## src/rtl/pc_redirect_ctrl.sv

```systemverilog
// pc_redirect_ctrl: next-PC sequencer in front of the PC register.
// Arbitrates trap > EX branch > ID jump > PC+4. It drives new_pc, pc_hold and the
// IF/ID and ID/EX flushes. A single redirect is held while a cache stall is active.
// Fetch is held for a fixed window after reset is released.
module pc_redirect_ctrl #(
  parameter int                    DATA_WID    = 32,
  parameter logic [DATA_WID-1:0]   RESET_VEC   = '0,
  parameter int                    BOOT_CYCLES = 4
) (
  input  logic                clk,
  input  logic                rst,
  input  logic [DATA_WID-1:0] pc_cur,
  input  logic                hazard_stall,
  input  logic                icache_stall,
  input  logic                dcache_stall,
  input  logic                trap_req,
  input  logic [DATA_WID-1:0] trap_target,
  input  logic                br_taken,
  input  logic [DATA_WID-1:0] br_target,
  input  logic                jal_valid,
  input  logic [DATA_WID-1:0] jal_target,
  output logic [DATA_WID-1:0] new_pc,
  output logic                pc_hold,
  output logic                flush_if_id,
  output logic                flush_id_ex,
  output logic                redirect_pending
);

  localparam int CNT_W = (BOOT_CYCLES < 2) ? 1 : $clog2(BOOT_CYCLES);
  localparam logic [CNT_W-1:0] CNT_LAST = CNT_W'(BOOT_CYCLES - 1);

  localparam logic [1:0] PRIO_JAL  = 2'd0;
  localparam logic [1:0] PRIO_BR   = 2'd1;
  localparam logic [1:0] PRIO_TRAP = 2'd2;

  typedef enum logic [1:0] {
    S_BOOT = 2'd0,
    S_RUN  = 2'd1,
    S_PEND = 2'd2
  } state_t;

  state_t              r_state;
  logic [CNT_W-1:0]    r_boot_cnt;
  logic                r_pend_valid;
  logic [1:0]          r_pend_prio;
  logic [DATA_WID-1:0] r_pend_target;

  state_t              w_state_nxt;
  logic [CNT_W-1:0]    w_boot_cnt_nxt;
  logic                w_pend_valid_nxt;
  logic [1:0]          w_pend_prio_nxt;
  logic [DATA_WID-1:0] w_pend_target_nxt;

  logic                w_cstall;
  logic                w_req_any;
  logic [1:0]          w_req_prio;
  logic [DATA_WID-1:0] w_req_target;
  logic [DATA_WID-1:0] w_seq_pc;
  logic                w_req_wins;
  logic [1:0]          w_eff_prio;
  logic [DATA_WID-1:0] w_eff_target;

  // Word-align an address: the low two bits of every emitted PC are forced to zero.
  function automatic logic [DATA_WID-1:0] align_pc(input logic [DATA_WID-1:0] addr);
    return {addr[DATA_WID-1:2], 2'b00};
  endfunction

  // Select the highest-priority redirect request of this cycle.
  always_comb begin
    w_cstall     = icache_stall | dcache_stall;
    w_req_any    = trap_req | br_taken | jal_valid;
    w_seq_pc     = align_pc(pc_cur + DATA_WID'(4));
    w_req_prio   = PRIO_JAL;
    w_req_target = align_pc(jal_target);
    if (trap_req) begin
      w_req_prio   = PRIO_TRAP;
      w_req_target = align_pc(trap_target);
    end else if (br_taken) begin
      w_req_prio   = PRIO_BR;
      w_req_target = align_pc(br_target);
    end else begin
      w_req_prio   = PRIO_JAL;
      w_req_target = align_pc(jal_target);
    end
    // While pending, only a strictly older (higher-priority) request displaces the entry.
    w_req_wins = w_req_any && (w_req_prio > r_pend_prio);
    if (w_req_wins) begin
      w_eff_prio   = w_req_prio;
      w_eff_target = w_req_target;
    end else begin
      w_eff_prio   = r_pend_prio;
      w_eff_target = r_pend_target;
    end
  end

  // Next-state, pending-entry update and all PC-control outputs.
  always_comb begin
    new_pc            = RESET_VEC;
    pc_hold           = 1'b1;
    flush_if_id       = 1'b1;
    flush_id_ex       = 1'b1;
    redirect_pending  = 1'b0;
    w_state_nxt       = r_state;
    w_boot_cnt_nxt    = r_boot_cnt;
    w_pend_valid_nxt  = r_pend_valid;
    w_pend_prio_nxt   = r_pend_prio;
    w_pend_target_nxt = r_pend_target;
    if (!rst) begin
      // Reset values above are presented while reset is asserted.
      w_state_nxt = S_BOOT;
    end else begin
      case (r_state)
        S_BOOT: begin
          // Boot window: reset outputs, redirect inputs ignored.
          if (r_boot_cnt == CNT_LAST) begin
            w_state_nxt    = S_RUN;
            w_boot_cnt_nxt = r_boot_cnt;
          end else begin
            w_state_nxt    = S_BOOT;
            w_boot_cnt_nxt = r_boot_cnt + CNT_W'(1);
          end
        end
        S_RUN: begin
          flush_if_id = 1'b0;
          flush_id_ex = 1'b0;
          if (w_req_any) begin
            new_pc = w_req_target;
            if (w_cstall) begin
              pc_hold           = 1'b1;
              w_pend_valid_nxt  = 1'b1;
              w_pend_prio_nxt   = w_req_prio;
              w_pend_target_nxt = w_req_target;
              w_state_nxt       = S_PEND;
            end else begin
              // A redirect beats a load-use stall: the stalled instruction is squashed.
              pc_hold     = 1'b0;
              flush_if_id = 1'b1;
              flush_id_ex = (w_req_prio != PRIO_JAL);
            end
          end else begin
            new_pc  = w_seq_pc;
            pc_hold = hazard_stall | w_cstall;
          end
        end
        S_PEND: begin
          flush_if_id = 1'b0;
          flush_id_ex = 1'b0;
          if (w_cstall) begin
            new_pc            = r_pend_target;
            pc_hold           = 1'b1;
            redirect_pending  = 1'b1;
            w_pend_prio_nxt   = w_eff_prio;
            w_pend_target_nxt = w_eff_target;
          end else begin
            new_pc            = w_eff_target;
            pc_hold           = 1'b0;
            flush_if_id       = 1'b1;
            flush_id_ex       = (w_eff_prio != PRIO_JAL);
            w_pend_valid_nxt  = 1'b0;
            w_pend_prio_nxt   = PRIO_JAL;
            w_pend_target_nxt = '0;
            w_state_nxt       = S_RUN;
          end
        end
        default: begin
          w_state_nxt = S_BOOT;
        end
      endcase
    end
  end

  // State, boot counter and pending entry registers with synchronous active-low reset.
  always_ff @(posedge clk) begin
    if (!rst) begin
      r_state       <= S_BOOT;
      r_boot_cnt    <= '0;
      r_pend_valid  <= 1'b0;
      r_pend_prio   <= PRIO_JAL;
      r_pend_target <= '0;
    end else begin
      r_state       <= w_state_nxt;
      r_boot_cnt    <= w_boot_cnt_nxt;
      r_pend_valid  <= w_pend_valid_nxt;
      r_pend_prio   <= w_pend_prio_nxt;
      r_pend_target <= w_pend_target_nxt;
    end
  end

endmodule
```

## config.mk

```make
export PLATFORM = sky130hd
export DESIGN_NAME = pc_redirect_ctrl
export DESIGN_NICKNAME = d
export VERILOG_FILES = /design/src/rtl/pc_redirect_ctrl.sv
export SDC_FILE = /design/constraint.sdc
export NUM_CORES = 1
export LEC_CHECK = 0
export CAP_MARGIN = 20
export CORE_UTILIZATION = 34
export CTS_CLUSTER_DIAMETER = 80
export DETAILED_ROUTE_END_ITERATION = 16
export PLACE_DENSITY = 0.69
export SETUP_SLACK_MARGIN = 0.5
export SLEW_MARGIN = 5
export SYNTH_ARGS = -nofsm -noshare
export SYNTH_HDL_FRONTEND = slang
export SYNTH_SLANG_ARGS = --single-unit
```

## constraint.sdc

```tcl
create_clock -name clk -period 5.75 [get_ports clk]
set_clock_uncertainty 0.05 [all_clocks]
set_input_delay 1.725 -clock clk [delete_from_list [all_inputs] [get_ports clk]]
set_output_delay 1.725 -clock clk [all_outputs]
set_load 0.005 [all_outputs]
```

; Word level (Yosys, flattened, before mapping)
; Index checks and enable logic that the tools add are counted.
[op_classes]
addsub = 2
n_lt_le_gt_ge = 1
div = 0
n_eq_ne = 6
reduce_logical = 8
shifts = 0
muxes = 38
n_bitwise = 5
mul = 0
[ops]
columns = op, count
row1 = two-way mux 32 bit, 9
row2 = case mux 32 bit (2 select lines), 2
row3 = "adder 32 x 3 -> 32 bit, second input constant", 1
row4 = two-way mux 2 bit, 8
row5 = two-way mux 1 bit, 14
row6 = "inequality test 2 bit, second input constant", 3
row7 = case mux 1 bit (2 select lines), 3
row8 = case mux 2 bit (3 select lines), 1
row9 = AND reduction 3 bit, 2
row10 = nonzero test 2 bit, 3
row11 = "equality test 2 bit, second input constant", 2
row12 = bitwise OR 1 bit, 4
row13 = case mux 2 bit (2 select lines), 1
row14 = "adder 2 x 1 -> 2 bit, second input constant", 1
row15 = "equality test 2 x 1 -> 1 bit, second input constant", 1
row16 = greater-than comparator 2 bit, 1
row17 = logical NOT 2 bit, 1
row18 = AND reduction 2 bit, 1
row19 = logical AND 1 bit, 1
row20 = inverter 1 bit, 1
[word_totals]
latch_bits = 0
n_memories = 0
wordCells = 64
ram_bits = 0
input_bits = 136
rom_bits = 0
reg_bits = 38

; Logic depth before layout (Yosys ltp)
; Gate-level depths: netlist of run 1.
[depth]
word_depth = 9
depth_mapped = 12
ltp_nobuf = 8

; Worst setup path before layout of run 1
; Ideal clock, no wire load.
[synth_timing]
kind = in2out
startpoint = input br_taken
endpoint = output new_pc[27]
t_arrival_ps = 3710
path_stages = 10
path_slack_ps = 265
t_required_ps = 3975
n_path_buf = 4
cell_sequence = buf_2 buf_2 buf_2 nand2_1 ha_1 and2b_1 o31ai_1 or3_1 buf_2 o221ai_1
[synth_between]
elab_chain_len = 8
[synth_lines]
columns = item, line_no
row1 = from (decl), 18  ; input logic br_taken,
row2 = two-way mux 1 bit, 78  ; end else if (br_taken) begin
row3 = two-way mux 2 bit, 75  ; if (trap_req) begin
row4 = greater-than comparator 2 bit, 86  ; w_req_wins = w_req_any && (w_req_prio > r_pend_prio);
row5 = logical AND 1 bit, 86
row6 = two-way mux 32 bit, 87  ; if (w_req_wins) begin
row7 = two-way mux 32 bit, 148  ; if (w_cstall) begin
row8 = case mux 32 bit (2 select lines) *, 112  ; case (r_state)
row9 = two-way mux 32 bit *, 108  ; if (!rst) begin
row10 = to (decl), 22  ; output logic [DATA_WID-1:0] new_pc,
; Mark *: on every way between the ends. The rest lies on a longest branch, timed or not.

; Worst setup path after layout of run 1
[layout_timing]
startpoint = input jal_valid
endpoint = output new_pc[25]
[layout_between]
elab_chain_len = 6
[layout_lines]
columns = item, line_no
row1 = from (decl), 20  ; input logic jal_valid,
row2 = bitwise OR 1 bit *, 71  ; w_req_any = trap_req | br_taken | jal_valid;
row3 = logical AND 1 bit, 86
row4 = two-way mux 32 bit, 87
row5 = two-way mux 32 bit, 148
row6 = case mux 32 bit (2 select lines) *, 112
row7 = two-way mux 32 bit *, 108
; Marked as above.

==> results.txt, run 1 <==
* Status: finished clean
- The tool flagged a number of max-cap violations equal to 0.
* Pre-Repair DR Iteration Count: 5
- Share of the synthesized area in the top cell type: 21.88%
- The synthesized netlist occupies a cell area of 0.003477 sq mm.
* Setup-violating endpoint count in the final report: 0
* Overall Global Routing Usage: 25.62%
* Hold buffers post-CTS: 0
- Once detailed placement completed, the half-perimeter wirelength came to 10.49 mm.
- CTS tree: yes
- Starting density of the core: 35.25%
- The library cell used most frequently in the layout, excluding fill and tap cells, is sky130_fd_sc_hd__clkdlybuf4s50_1.
* Antenna Nets Post-Route: 0
- The worst register-to-register path ends at r_pend_target[24].
- For this run, the number of Yosys warnings is 0.
- Die H: 103.1 um
* Final wirelength: 14.32 mm
- Antenna diode count: 0
- In this run the mean area of a mapped cell was 7.727 sq um.
- Vias in the first global route: 4301
* Final count of hold timing violations: 0
* Achievable Freq: 0.1891 GHz
* Crit path setup slack, layout: 463.0 ps
* Net total in the final layout: 810
- Counting every instance in the synthesized netlist gives 450.
- RSZ-0062 raised after global routing: true
- Total of buffers placed on input and output ports: 163
- Cell Rows: 36
- Mean number of vias per cell: 5.518
- Wire length of the first global-routing pass: 21.05 mm
- When the netlist entered floorplanning its net count stood at 593.
- Crit-path max FO: 6
- Clock root buffer master: sky130_fd_sc_hd__clkbuf_8
- Placeable Area: 0.009864 sq mm
* Ys async rst share: 0%
- Across all register-to-register paths, the minimum setup slack is 3280 ps.
* Worst slew margin relative to its limit: 47.35%
* P_leak: 2.685 nW
- Cell depth of the worst min-delay path: 1
- The clock period could shrink to 5287 ps.
- The critical path starts at jal_valid.
* Final period utilization: 91.95%
* Depth of the worst register-to-register path: 8
- Data arrival time of the critical path: 3510 ps
- Clk sinks: 38
* Maximum number of pins on one net before global-route repair: 40
* Placer congestion estimate: 0.9805
- First-iteration detailed-routing DRC count: 298
* FF-to-FF Start: r_pend_prio[1]
- The min-delay analysis places its worst path in the category reg2reg.
- Origin of the worst min-delay path: r_pend_target[0]
* Die outline area: 0.01063 sq mm
* Clk Latency, worst-skew pair: 290 ps
- Worst min-delay path endpoint: r_pend_target[0]
- The number of clock buffers added by TritonCTS is 5.
* Initial antenna violation count: 0
- Most used DFF post-synth: sky130_fd_sc_hd__dfxtp_1
* Startpoint-to-endpoint class of the critical path: in2out
- Leaving out fill and tap cells, the most frequent cells in the layout are sky130_fd_sc_hd__clkdlybuf4s50_1, sky130_fd_sc_hd__buf_4, sky130_fd_sc_hd__nor2_1.
* Via count: 4420
- Peak VDD IR: 0.1029 mV
* Synth-to-Final Area Change: 79.17%
- After clock tree synthesis, the clock-pin slew on the worst setup and hold paths is 80 ps.
- The worst setup path is captured at an output port.
- Maximum count of clock buffers along a single path: 2
* Number of synthesized register bits: 38
* Total I/O pin count: 172
- The H-tree generated during clock tree synthesis spans 2 levels.
- Power density of the placed cells: 150.8 mW/mm^2
* Register area share after synthesis: 21.88%
- Measured on the finished design, the core utilization comes to 63.15%.
- Cell taking the most area after synthesis: sky130_fd_sc_hd__dfxtp_1
* Synth cell types: 55
- Count of flip-flops with a built-in enable after synthesis: 0
* CP Data Required Time: 3970 ps
* Proportion of layout cells with a drive suffix above 1: 30.69%
- CP startpoint kind: primary input
- Total gr overflow: 0
* Die X-Extent: 103.1 um
- Wire length per cell after detailed routing: 17.88 um
- At the pin with the least slew margin, the transition time is 789.7 ps.
- The max-slew violation total from the final report came to 0.
- Fill cells in the final layout number 832.
* Post-placement worst setup slack: -305.0 ps
- Post-detailed-route DRC marker count: 0
- Synth area leaders: sky130_fd_sc_hd__dfxtp_1, sky130_fd_sc_hd__mux2i_1, sky130_fd_sc_hd__o2bb2ai_1
-- sequential cells by signal (all words and copies together) (netlist names) --
register       count
r_boot_cnt         2
r_pend_prio        2
r_pend_target     32
r_state            2
-- kinds of logic after synthesis --
group                      count (synthesis)  share of synthesized area [%]
DFF                                       38                          21.88
adders and majority gates                  7                          2.519
and+or+nand+nor                          153                          22.85
xor gates and xnor gates                  27                          6.801
AOI/OAI and AO/OA                        139                          27.17
muxes                                     45                          13.35
buffers and inverters                     41                          5.434
-- worst max-delay path, stage by stage --
cell,delay (ps)
sky130_fd_sc_hd__clkdlybuf4s50_1,420
sky130_fd_sc_hd__or3_4,380
sky130_fd_sc_hd__o2111ai_4,120
sky130_fd_sc_hd__buf_6,150
sky130_fd_sc_hd__buf_6,80
sky130_fd_sc_hd__and2_4,170
sky130_fd_sc_hd__buf_16,140
sky130_fd_sc_hd__nand2_2,50
sky130_fd_sc_hd__o211ai_1,100
sky130_fd_sc_hd__buf_2,160
-- repair_timing --
action                     CTS  global route
setup endpoints to repair   35            32
pin swaps                   17            35
buffers inserted            19             3
gates cloned                 4             0
resized for setup          177            87
-- Yosys cell counts (3+ instances only) --
library cell / count
sky130_fd_sc_hd__nor2_1: 50
sky130_fd_sc_hd__a21oi_1: 45
sky130_fd_sc_hd__dfxtp_1: 38
sky130_fd_sc_hd__nand2_1: 36
sky130_fd_sc_hd__mux2i_1: 34
sky130_fd_sc_hd__o2bb2ai_1: 33
sky130_fd_sc_hd__xor2_1: 18
sky130_fd_sc_hd__buf_2: 16
sky130_fd_sc_hd__nand4_1: 15
sky130_fd_sc_hd__o21ai_0: 14
sky130_fd_sc_hd__o21ai_1: 11
sky130_fd_sc_hd__clkbuf_1: 10
sky130_fd_sc_hd__inv_1: 10
sky130_fd_sc_hd__mux2_2: 10
sky130_fd_sc_hd__nand3_1: 10
sky130_fd_sc_hd__and3_1: 9
sky130_fd_sc_hd__xnor2_1: 9
sky130_fd_sc_hd__o221ai_1: 8
sky130_fd_sc_hd__and2_1: 7
sky130_fd_sc_hd__ha_1: 7
sky130_fd_sc_hd__o22ai_1: 6
sky130_fd_sc_hd__nor3_1: 4
sky130_fd_sc_hd__o21a_1: 4
sky130_fd_sc_hd__a31oi_1: 3
sky130_fd_sc_hd__o221ai_2: 3
sky130_fd_sc_hd__or3_1: 3
-- report_power, final --
part           switching, mW  leakage, nW  total (mW)  internal [mW]
clock network          0.102       0.0714       0.288          0.185
registers             0.0152        0.307       0.299          0.283
logic                  0.164         2.31       0.353          0.190
-- layer usage --
layer / GRT usage [%] / share of wire (%) / wire length [um]
met5: 0 / 0 / 0
met4: 8.017 / 2.3 / 331
met3: 2.847 / 6.0 / 866
met2: 44.92 / 49 / 7022
met1: 32.83 / 43 / 6098
-- stage by stage --
| step | std cells | TNS (ps) | total power, mW | area, sq um | hold slack, ps |
|---|---|---|---|---|---|
| 3_3_place_gp | 766 | -6398 | 0.6009 | 5520 | 386.3 |
| 4_1_cts | 798 | 0 | 0.9205 | 5934 | 415.0 |
| 6_report | 801 | 0 | 0.9397 | 6230 | 414.5 |
| 2_1_floorplan | 450 | 0 | 0.4503 | 3502 | 371.0 |
| 3_5_place_dp | 767 | -7234 | 0.6136 | 5548 | 392.9 |
| 5_1_grt | 801 | 0 | 0.9828 | 6230 | 435.8 |
-- how the worst max path moves through the flow --
stage	endpoint
floorplan	new_pc[27]
global placement	new_pc[27]
detailed placement	new_pc[27]
CTS	new_pc[13]
global route	new_pc[22]
finish	new_pc[25]
-- final cells by class --
cell class	count	area [sq um]	share of cell area, %
sequential	38	760.7	12.21
multi-input combinational	371	2867	46.01
inverter	10	37.54	0.6025
timing repair buffer	241	2256	36.21
clock buffer	6	82.58	1.326
clock inverter	2	60.06	0.9640
tap	133	166.4	2.671
(Power assumes the default switching activity.)
==> run 2, diff against run 1 <==
- TNS_END_PERCENT: default -> 100
==> results of run 2 <==
The final DEF is identical to that of run 1; final timing and power are the same.
